$ cat src/rtl/flow_downsize.sv
// rtl/flow_downsize.sv - wide-to-narrow valid/ready stream converter with per-word beat count
module flow_downsize #(
    parameter int IN_W      = 32,
    parameter int OUT_W     = 8,
    parameter int MSB_FIRST = 0,
    localparam int N        = IN_W / OUT_W,
    localparam int LW       = $clog2(N)
) (
    input  logic             clk,
    input  logic             rst_n,
    input  logic             cfg_en,
    input  logic             src_val,
    output logic             src_rdy,
    input  logic [IN_W-1:0]  src_data,
    input  logic [LW-1:0]    src_len,
    output logic             dst_val,
    input  logic             dst_rdy,
    output logic [OUT_W-1:0] dst_data,
    output logic             dst_last
);

    localparam logic [LW-1:0] LAST_IDX = LW'(N - 1);

    logic [IN_W-1:0]  hold_q, hold_d;
    logic [LW-1:0]    idx_q, idx_d;
    logic [LW-1:0]    len_q, len_d;
    logic             val_q, val_d;
    logic             last_q, last_d;
    logic [OUT_W-1:0] data_q, data_d;

    logic             acc_in;
    logic             acc_out;
    logic [LW-1:0]    idx_inc;
    logic [LW-1:0]    len_clamped;

    // Slice k of a word, honouring the configured beat order.
    function automatic logic [OUT_W-1:0] beat_of(input logic [IN_W-1:0] w,
                                                 input logic [LW-1:0]   k);
        logic [IN_W-1:0] s;
        int              sh;
        if (MSB_FIRST != 0) begin
            sh = (N - 1 - int'(k)) * OUT_W;
        end else begin
            sh = int'(k) * OUT_W;
        end
        s = w >> sh;
        return s[OUT_W-1:0];
    endfunction

    // A length beyond the last slice can only arise when N is not a power of two.
    generate
        if (N == (1 << LW)) begin : g_len_pow2
            assign len_clamped = src_len;
        end else begin : g_len_clamp
            assign len_clamped = (src_len > LAST_IDX) ? LAST_IDX : src_len;
        end
    endgenerate

    // Ready whenever idle or the final beat of the current word leaves this cycle.
    assign src_rdy  = cfg_en & (~val_q | (dst_rdy & last_q));
    assign acc_in   = src_val & src_rdy;
    assign acc_out  = val_q & dst_rdy;
    assign idx_inc  = idx_q + LW'(1);

    assign dst_val  = val_q;
    assign dst_data = data_q;
    assign dst_last = last_q;

    // Next-state: disable clears, load beats retire, then advance, then retire.
    always_comb begin
        hold_d = hold_q;
        idx_d  = idx_q;
        len_d  = len_q;
        val_d  = val_q;
        last_d = last_q;
        data_d = data_q;
        if (!cfg_en) begin
            idx_d  = '0;
            len_d  = '0;
            val_d  = 1'b0;
            last_d = 1'b0;
            data_d = '0;
        end else if (acc_in) begin
            hold_d = src_data;
            len_d  = len_clamped;
            idx_d  = '0;
            val_d  = 1'b1;
            data_d = beat_of(src_data, '0);
            last_d = (len_clamped == '0);
        end else if (acc_out && !last_q) begin
            idx_d  = idx_inc;
            data_d = beat_of(hold_q, idx_inc);
            last_d = (idx_inc == len_q);
        end else if (acc_out) begin
            val_d  = 1'b0;
            last_d = 1'b0;
        end
    end

    // State registers with asynchronous active-low reset.
    always_ff @(posedge clk or negedge rst_n) begin
        if (!rst_n) begin
            hold_q <= '0;
            idx_q  <= '0;
            len_q  <= '0;
            val_q  <= 1'b0;
            last_q <= 1'b0;
            data_q <= '0;
        end else begin
            hold_q <= hold_d;
            idx_q  <= idx_d;
            len_q  <= len_d;
            val_q  <= val_d;
            last_q <= last_d;
            data_q <= data_d;
        end
    end

endmodule
$ cat config.mk
export PLATFORM = sky130hd
export DESIGN_NAME = flow_downsize
export DESIGN_NICKNAME = d
export VERILOG_FILES = /design/src/rtl/flow_downsize.sv
export SDC_FILE = /design/constraint.sdc
export NUM_CORES = 1
export LEC_CHECK = 0
export CORE_ASPECT_RATIO = 0.6
export CORE_MARGIN = 2
export CORE_UTILIZATION = 30
export DETAILED_ROUTE_END_ITERATION = 8
export HOLD_SLACK_MARGIN = 0.06
export MAX_ROUTING_LAYER = met4
export PLACE_DENSITY_LB_ADDON = 0.08
export SETUP_SLACK_MARGIN = 0.05
export SLEW_MARGIN = 30
export SYNTH_ARGS = -nofsm -noshare
export SYNTH_HDL_FRONTEND = slang
export SYNTH_SLANG_ARGS = --single-unit
$ cat constraint.sdc
create_clock -name clk -period 2 [get_ports clk]
set_input_delay 0.5 -clock clk [delete_from_list [all_inputs] [get_ports clk]]
set_output_delay 0.5 -clock clk [all_outputs]
set_load 0.005 [all_outputs]
======== Word-level counts from Yosys, hierarchy flattened ========
Cells that the tools add are included.
word-level totals
  bits in registers ....................... 46
  input bits .............................. 39
  output and inout bits ................... 11
  word-level logic and storage cells ...... 46
operators by class
  add/subtract/negate cells ............... 1
  eq/ne operators ......................... 6
  shift-type cells ........................ 2
  mux-type cells .......................... 20
  bitwise logic cells ..................... 6
  reductions and logical operators ........ 5
operators with widths
  cell                   count
  $mux W32               5
  $shr A32 B32 Y8        2
  $mux W8                3
  $mux W2                5
  $mux W1                7
  $ne A3 B1 Y1 const B   2
  $and A1 B1 Y1          4
  $ne A4 B1 Y1 const B   1
  $reduce_and A2 Y1      2
  $ne A3 B3 Y1 const B   1
  $add A2 B1 Y2 const B  1
  $eq A2 B2 Y1           1
  $logic_not A2 Y1       1
  $ne A2 B1 Y1 const B   1
  $logic_and A1 B1 Y1    1
  $logic_not A1 Y1       1
  $not A1 Y1             1
  $or A1 B1 Y1           1

======== Depth between registers and ports, before layout ========
Gate-level depths: netlist of run 1.
  depth in word-level cells ............... 10
  mapped depth ............................ 6
  depth with buffers taken out ............ 3

======== Least setup slack after synthesis of run 1 ========
No wires, ideal clock.
  kind .................................... register -> register
  start ................................... reg val_q (netlist: dst_val)
  end ..................................... reg hold_q[13]
  library setup time ...................... 0.125 ns
  arrival time ............................ 1.400 ns
  required time ........................... 1.875 ns
  setup slack ............................. 0.475 ns
  cell stages (with the launch flop) ...... 7
  path buffers ............................ 3
  period minus slack after synthesis ...... 1.525 ns
  cell sequence ........................... dfrtp_1 -> buf_4 -> a21bo_4 -> and2_4 -> buf_6 -> buf_12 -> mux2_4
on the way
  cells in the longest elaborated chain, start to end .. 5
ends and longest elaborated chain
  what                         line  RTL
  from (decl)                  27    logic val_q, val_d;
  from (signal assigned)       113   val_q <= val_d;
  $not A1 Y1                   60    assign src_rdy = cfg_en & (~val_q | (dst_rdy & last_q));
  $or A1 B1 Y1                 60
  $and A1 B1 Y1                60
  $and A1 B1 Y1                61    assign acc_in = src_val & src_rdy;
  $reduce_and A2 Y1 (no line)  -
  to (signal assigned)         110   hold_q <= hold_d;
  to (decl)                    24    logic [IN_W-1:0] hold_q, hold_d;
No other way between the ends.
A chain may end at the register's enable or synchronous reset.

======== Worst setup path after layout of run 1 ========
  start ................................... reg last_q (netlist: dst_last)
  end ..................................... out src_rdy
on the way
  cells in the longest elaborated chain, start to end .. 3
ends and longest elaborated chain
  what                    line  RTL
  from (decl)             28    logic last_q, last_d;
  from (signal assigned)  114   last_q <= last_d;
  $and A1 B1 Y1           60
  $or A1 B1 Y1            60
  $and A1 B1 Y1           60
  to (decl)               13    output logic src_rdy,
No other way between the ends.

==> load_flow_metrics.sql, run 1 <==
INSERT INTO impl_metrics (metric_group, metric, value, unit) VALUES
('run_status', 'outcome', 'finished clean', ''),
('placed_design', 'placedInstanceArea', '2912', 'um^2'),
('synth', 'synth-seq-cells', '46', ''),
('clocking', 'cts.root.buffer_cell', 'clkbuf_16', ''),
('floorplanning', 'start_util', '30.94', '%'),
('floorplanning', 'die_h', '71.06', 'um'),
('power', 'pwr_density_cell', '801.0', 'nW/um^2'),
('worst_setup_path', 'regToRegSetupSlack', '340', 'ps'),
('clocking', 'h-tree-depth', '2', ''),
('synth', 'synthesis.yosys.warnings', '0', ''),
('power', 'share_comb_of_total_power', '20.3', '%'),
('clocking', 'tritoncts', 'built', ''),
('synth', 'synth_top_flop_cell', 'dfrtp_1', ''),
('floorplanning', 'rows', '24', ''),
('clocking', 'cts_post_setup_buffers_inserted', '0', ''),
('layout', 'n_antenna_cell', '0', ''),
('placed_design', 'dp_worst_setup_slack', '-243.7', 'ps'),
('clocking', 'cts.sink_count', '46', ''),
('layout', 'drive_above_1_share', '30.77', '%'),
('global_route', 'antenna_found_initial', '0', ''),
('synth', 'yosysTopAreaCell', 'dfrtp_1', ''),
('power', 'static-leakage-power', '1.295', 'nW'),
('floorplanning', 'core_area', '7267', 'um^2'),
('worst_setup_path', 'reg2reg_depth', '3', ''),
('sta', 'worst-slew-pin-transition', '601.6', 'ps'),
('min_path', 'hold_path.class', 'primary input to asynchronous set/reset pin', ''),
('layout', 'layout.nets', '247', ''),
('sta', 'layout_setup_ws', '137.4', 'ps'),
('floorplanning', 'die_area', '8226', 'um^2'),
('worst_setup_path', 'cp.required', '1500', 'ps'),
('drt', 'average_wire_length_per_cell_after_detail_routing', '16.45', 'um'),
('global_route', 'grt.total_usage', '13.88', '%'),
('layout', 'seq_area', '1152', 'um^2'),
('floorplanning', 'boundary_pins', '50', ''),
('power', 'power.sequential.fraction', '47.9', '%'),
('global_route', 'grt_remaining_overflow', '0', ''),
('synth', 'synth.lib_cells_used.distinct', '32', ''),
('synth', 'postSynth.asyncResetShare', '100.0', '%'),
('worst_setup_path', 'crit_type', 'flip-flop to output port', ''),
('synth', 'syn_avg_cell_area', '15.30', 'um^2'),
('worst_setup_path', 'critical_path.startpoint', 'dst_last', ''),
('drt', 'detail_route.drc_violations', '0', ''),
('synth', 'synth_top_area_share', '51.20', '%'),
('worst_setup_path', 'critical_path_arrival', '1360', 'ps'),
('layout', 'fillers', '715', ''),
('worst_setup_path', 'critPathMaxFanout', '8', ''),
('global_route', 'grt_first_pass_wirelength', '8321', 'um'),
('global_route', 'number_of_global_route_vias_before_repair', '1574', ''),
('drt', 'detail_route.vias_per_cell', '4.590', ''),
('synth', 'synth_area', '2248', 'um^2'),
('power', 'power', '2.437', 'mW'),
('worst_setup_path', 'end_kind', 'output port', ''),
('layout', 'layout_overhead_on_the_synthesized_area', '35.34', '%'),
('power', 'power.net_switching', '0.5522', 'mW'),
('synth', 'post_synth_main_area_contributors', 'dfrtp_1 (51%), mux2_4 (15%), mux4_2 (8.0%), mux2_2 (5.0%), a221o_1 (2.7%)', ''),
('sta', 'report.final.slew_viol_count', '0', ''),
('global_route', 'grt_max_degree', '28', ''),
('placed_design', 'portBuffers', '49', ''),
('layout', 'layout_common_cells', 'clkdlybuf4s50_1 (46), dfrtp_1 (45), mux2_4 (22)', ''),
('sta', 'slew_headroom', '59.89', '%'),
('power', 'internal_power', '1.885', 'mW'),
('synth', 'synth_sequential_area_ratio', '51.20', '%'),
('worst_setup_path', 'worstSetupStartpointType', 'flip-flop', ''),
('power', 'power_switching_share', '22.66', '%'),
('drt', 'drt.antenna.violating_nets', '0', ''),
('clocking', 'cts_max_path_buffers', '2', ''),
('sta', 'timing.final.crit_share', '93.13', '%'),
('layout', 'layout_commonest_cell', 'clkdlybuf4s50_1', ''),
('sta', 'setup_viol', '0', ''),
('sta', 'hold_viol', '0', ''),
('placed_design', 'dp_hpwl', '3715', 'um');
==> worst min-delay path by stage <==
stage	end	slack [ps]	cells past startpoint
after global routing	dst_data[0]	210	1
after CTS	dst_data[0]	200	1
after detailed placement	hold_q[18]	490	1
after global placement	hold_q[24]	480	1
final	dst_data[0]	170	1
after floorplan	dst_data[0]	200	0
==> cells in the mapped netlist (2+ instances only) <==
library cell   n
a221o_1        6
mux2_4        22
a21oi_1        2
nand2_1        4
a21boi_0       2
mux2_2        10
dfrtp_1       46
buf_6          3
o21ai_0        4
nand3_1        3
o31ai_1        2
and2_1         8
xor2_1         3
mux2i_1        2
buf_12         2
inv_1          2
buf_2          2
nor2_1         3
mux4_2         8
==> critical path: stages (launching register included) <==
cell and delay (ps):
dfrtp_2 450, a21bo_4 230, and2_1 140, dlygate4sd2_1 250
==> kinds of logic (layout without fill, tap and decap cells) <==
logic type / count (synthesis) / count (layout) / synth area share, %
AO/OA/AOI/OAI: 20 / 20 / 7.179
flip-flops: 46 / 46 / 51.20
AND/OR/NAND/NOR: 24 / 24 / 6.288
XOR/XNOR: 4 / 4 / 2.170
buffers and inverters: 11 / 72 / 4.563
multiplexers: 42 / 42 / 28.60
==> registers in the layout (all words and copies together), names as in the netlist <==
name / count
dst_val: 1
len_q: 2
idx_q: 2
hold_q: 32
dst_last: 1
dst_data: 8
==> repair_timing <==
item / CTS / global route
endpoints found under the setup margin: 1 / 1
hold buffers: 0 / 0
resized for setup: 2 / 1
==> stage by stage <==
stage / TNS [ps] / cells / hold WS, ps / util [%]
after global routing: 0 / 312 / 212.2 / 41.87
after CTS: 0 / 312 / 196.1 / 41.86
after global placement: -1713 / 305 / 480.1 / 40.07
after floorplan: 0 / 147 / 204.4 / -
after detailed placement: -2385 / 305 / 491.1 / 40.07
final: 0 / 312 / 171.9 / 41.87
==> area by class of cell <==
class,instances,share of cell area (%)
multi-input combinational,90,32.69
tap,104,4.276
clock buffer,7,4.359
timing repair buffer,63,20.56
sequential,46,37.87
inverter,2,0.2467
==> power groups by stage <==
stage | sequential (mW) | combinational (mW) | clock (mW)
3_3_place_gp | 1.18 | 0.493 | 0
5_1_grt | 1.19 | 0.537 | 0.847
2_1_floorplan | 1.15 | 0.316 | 0
6_report | 1.17 | 0.495 | 0.776
3_5_place_dp | 1.18 | 0.502 | 0
4_1_cts | 1.17 | 0.504 | 0.801
==> layer usage <==
metal | vias to the layer above | wire length, um | global-route usage (%) | part of all wire [%]
met5 | - | 0 | - | 0
met4 | 0 | 63 | 4.233 | 1.2
met3 | 6 | 264 | 3.770 | 5.1
met2 | 39 | 2241 | 19.10 | 44
met1 | 717 | 2563 | 19.92 | 50
li1 | 670 | - | - | -
Power figures use the tool's default switching activity.
==> run 2: changes to the inputs <==
--- a/config.mk
+++ b/config.mk
@@ -7,7 +7,8 @@
 export LEC_CHECK = 0
 export CORE_ASPECT_RATIO = 0.6
 export CORE_MARGIN = 2
-export CORE_UTILIZATION = 30
+export CORE_UTILIZATION = 50
+export CTS_CLUSTER_DIAMETER = 40
 export DETAILED_ROUTE_END_ITERATION = 8
 export HOLD_SLACK_MARGIN = 0.06
 export MAX_ROUTING_LAYER = met4
==> load_flow_metrics.sql, run 2 (synthesized netlist as in run 1, its figures left out) <==
INSERT INTO impl_metrics (metric_group, metric, value, unit) VALUES
('drt', 'average_wire_length_per_cell_after_detail_routing', '17.87', 'um'),
('floorplanning', 'start_util', '53.39', '%'),
('global_route', 'grt_remaining_overflow', '0', ''),
('clocking', 'cts_max_path_buffers', '2', ''),
('sta', 'sum_of_negative_setup_slack', '0', 'ps'),
('layout', 'fillers', '285', ''),
('sta', 'report.final.slew_viol_count', '0', ''),
('floorplanning', 'die_width', '90.57', 'um'),
('floorplanning', 'die_h', '55.95', 'um'),
('global_route', 'antenna_found_initial', '0', ''),
('sta', 'hold-worst-slack', '259.6', 'ps'),
('layout', 'regMostFlops', 'hold_q', ''),
('power', 'power', '2.253', 'mW'),
('global_route', 'grt_max_degree', '47', ''),
('worst_setup_path', 'cp.required', '1500', 'ps'),
('clocking', 'cts.root.buffer_cell', 'clkbuf_8', ''),
('sta', 'timing.final.crit_share', '95.49', '%'),
('layout', 'final_design_area_no_fill', '2970', 'um^2'),
('placed_design', 'placedInstanceArea', '2859', 'um^2'),
('worst_setup_path', 'worstSetupStartpointType', 'primary input', ''),
('floorplanning', 'core_area', '4212', 'um^2'),
('worst_setup_path', 'reg2reg_depth', '4', ''),
('clocking', 'worst_setup_hold_path_clk_slew', '90', 'ps'),
('worst_setup_path', 'end_kind', 'output port', ''),
('placed_design', 'place_congestion', '0.7354', ''),
('layout', 'layout_overhead_on_the_synthesized_area', '32.11', '%'),
('sta', 'final.min_clock_period', '1910', 'ps'),
('drt', 'num_vias', '1493', ''),
('clocking', 'insertion_delay', '300', 'ps'),
('worst_setup_path', 'crit_type', 'primary input to output port', ''),
('layout', 'largest_register_ffs', '32', ''),
('clocking', 'cts_inserted_buffers', '5', ''),
('drt', 'drt.antenna.violating_nets', '0', ''),
('sta', 'worst-slew-pin-transition', '573.6', 'ps'),
('layout', 'drive_above_1_share', '33.64', '%'),
('sta', 'hold_viol', '0', ''),
('drt', 'drtIter0Drc', '44', ''),
('drt', 'detail_route.drc_violations', '0', ''),
('clocking', 'tritoncts', 'built', ''),
('flow_run', 'maxCapViolCount', '0', ''),
('sta', 'fmax', '523.6', 'MHz'),
('power', 'pwr_density_cell', '758.5', 'nW/um^2'),
('worst_setup_path', 'critical_path_arrival', '1410', 'ps'),
('worst_setup_path', 'critPathMaxFanout', '4', ''),
('power', 'worst_ir_drop_vdd', '0.0004452', 'V'),
('layout', 'layout_common_cells', 'clkdlybuf4s50_1 (46), dfrtp_1 (45), mux2_4 (22)', ''),
('power', 'static-leakage-power', '1.298', 'nW'),
('drt', 'detail_route.vias_per_cell', '5.449', ''),
('layout', 'layout.nets', '252', ''),
('global_route', 'grt_first_pass_wirelength', '7990', 'um'),
('sta', 'slew_headroom', '61.76', '%'),
('sta', 'setup_viol', '0', ''),
('floorplanning', 'rows', '18', ''),
('floorplanning', 'die_area', '5067', 'um^2'),
('floorplanning', 'boundary_pins', '50', ''),
('clocking', 'cts.sink_count', '46', ''),
('global_route', 'number_of_global_route_vias_before_repair', '1564', ''),
('min_path', 'hold_path.class', 'primary input to asynchronous set/reset pin', ''),
('placed_design', 'portBuffers', '49', ''),
('clocking', 'h-tree-depth', '2', ''),
('run_status', 'outcome', 'finished clean', ''),
('global_route', 'grt.total_usage', '21.25', '%'),
('sta', 'rsz0062_at_grt', 'no', ''),
('drt', 'drt_pre_antenna_iters', '4', ''),
('layout', 'n_antenna_cell', '0', ''),
('layout', 'layout_commonest_cell', 'clkdlybuf4s50_1', ''),
('placed_design', 'dp_hpwl', '3461', 'um'),
('sta', 'fin_worst_skew', '5.257', 'ps'),
('drt', 'drt_wl_total', '4897', 'um');
## run 2: changes by cell type in the layout (fill, tap and decap cells not counted), sizes merged
cell / change
buf: +5
clkbuf: -2
clkinv: +2
clkinvlp: +1
## run 2: where the power goes
part / switching [mW] / leakage (nW) / total, mW / internal [mW]
combinational: 0.152 / 0.691 / 0.504 / 0.352
clock: 0.334 / 0.0441 / 0.580 / 0.246
sequential: 0.0914 / 0.562 / 1.17 / 1.08
total: 0.578 / 1.30 / 2.25 / 1.68
## run 2: area by class of cell
type | instances | area (um^2) | area share, %
well taps | 60 | 75.07 | 2.527
flip-flops and latches | 46 | 1152 | 38.80
multi-input cells | 90 | 994.7 | 33.49
clock buffers | 5 | 68.82 | 2.317
inverters | 2 | 7.507 | 0.2527
clock inverters | 3 | 21.27 | 0.7161
repair buffers | 68 | 650.6 | 21.90
## run 2: repair_timing
action | 4_1_cts | 5_1_grt
gates resized for setup | 2 | 1
gates cloned | 0 | 0
buffers inserted | 0 | 3
pin swaps | 0 | 0
hold buffers | 0 | 0
endpoints found under the setup margin | 1 | 1
## run 2: worst paths after layout
check | endpoint | startpoint | slack, ps
setup / recovery | src_rdy | cfg_en | 90
min in group clk | dst_data[0] | dst_data[0] | 510
max in group asynchronous | dst_last | rst_n | 1310
hold / removal | hold_q[27] | rst_n | 260
hold reg to reg | dst_data[0] | dst_data[0] | 510
setup reg to reg | dst_data[4] | idx_q[1] | 430
## run 2: routing by layer
layer | global-route usage [%] | wire length, um
met1 | 27.36 | 2255
met2 | 31.88 | 2251
met3 | 6.233 | 285
met4 | 8.791 | 104
met5 | - | 0
## run 2: worst max-delay path: stages
cell and delay (ps):
clkdlybuf4s50_1 510, and2_1 150, dlygate4sd2_1 250
## run 2: stage by stage
stage | util (%) | cells | setup slack (ps)
finish | 70.53 | 274 | 90.20
global route | 70.53 | 274 | 69.15
CTS | 69.96 | 271 | 56.05
detailed placement | 67.88 | 263 | -254.4
global placement | 67.88 | 263 | -231.5
floorplan | - | 147 | 475.1
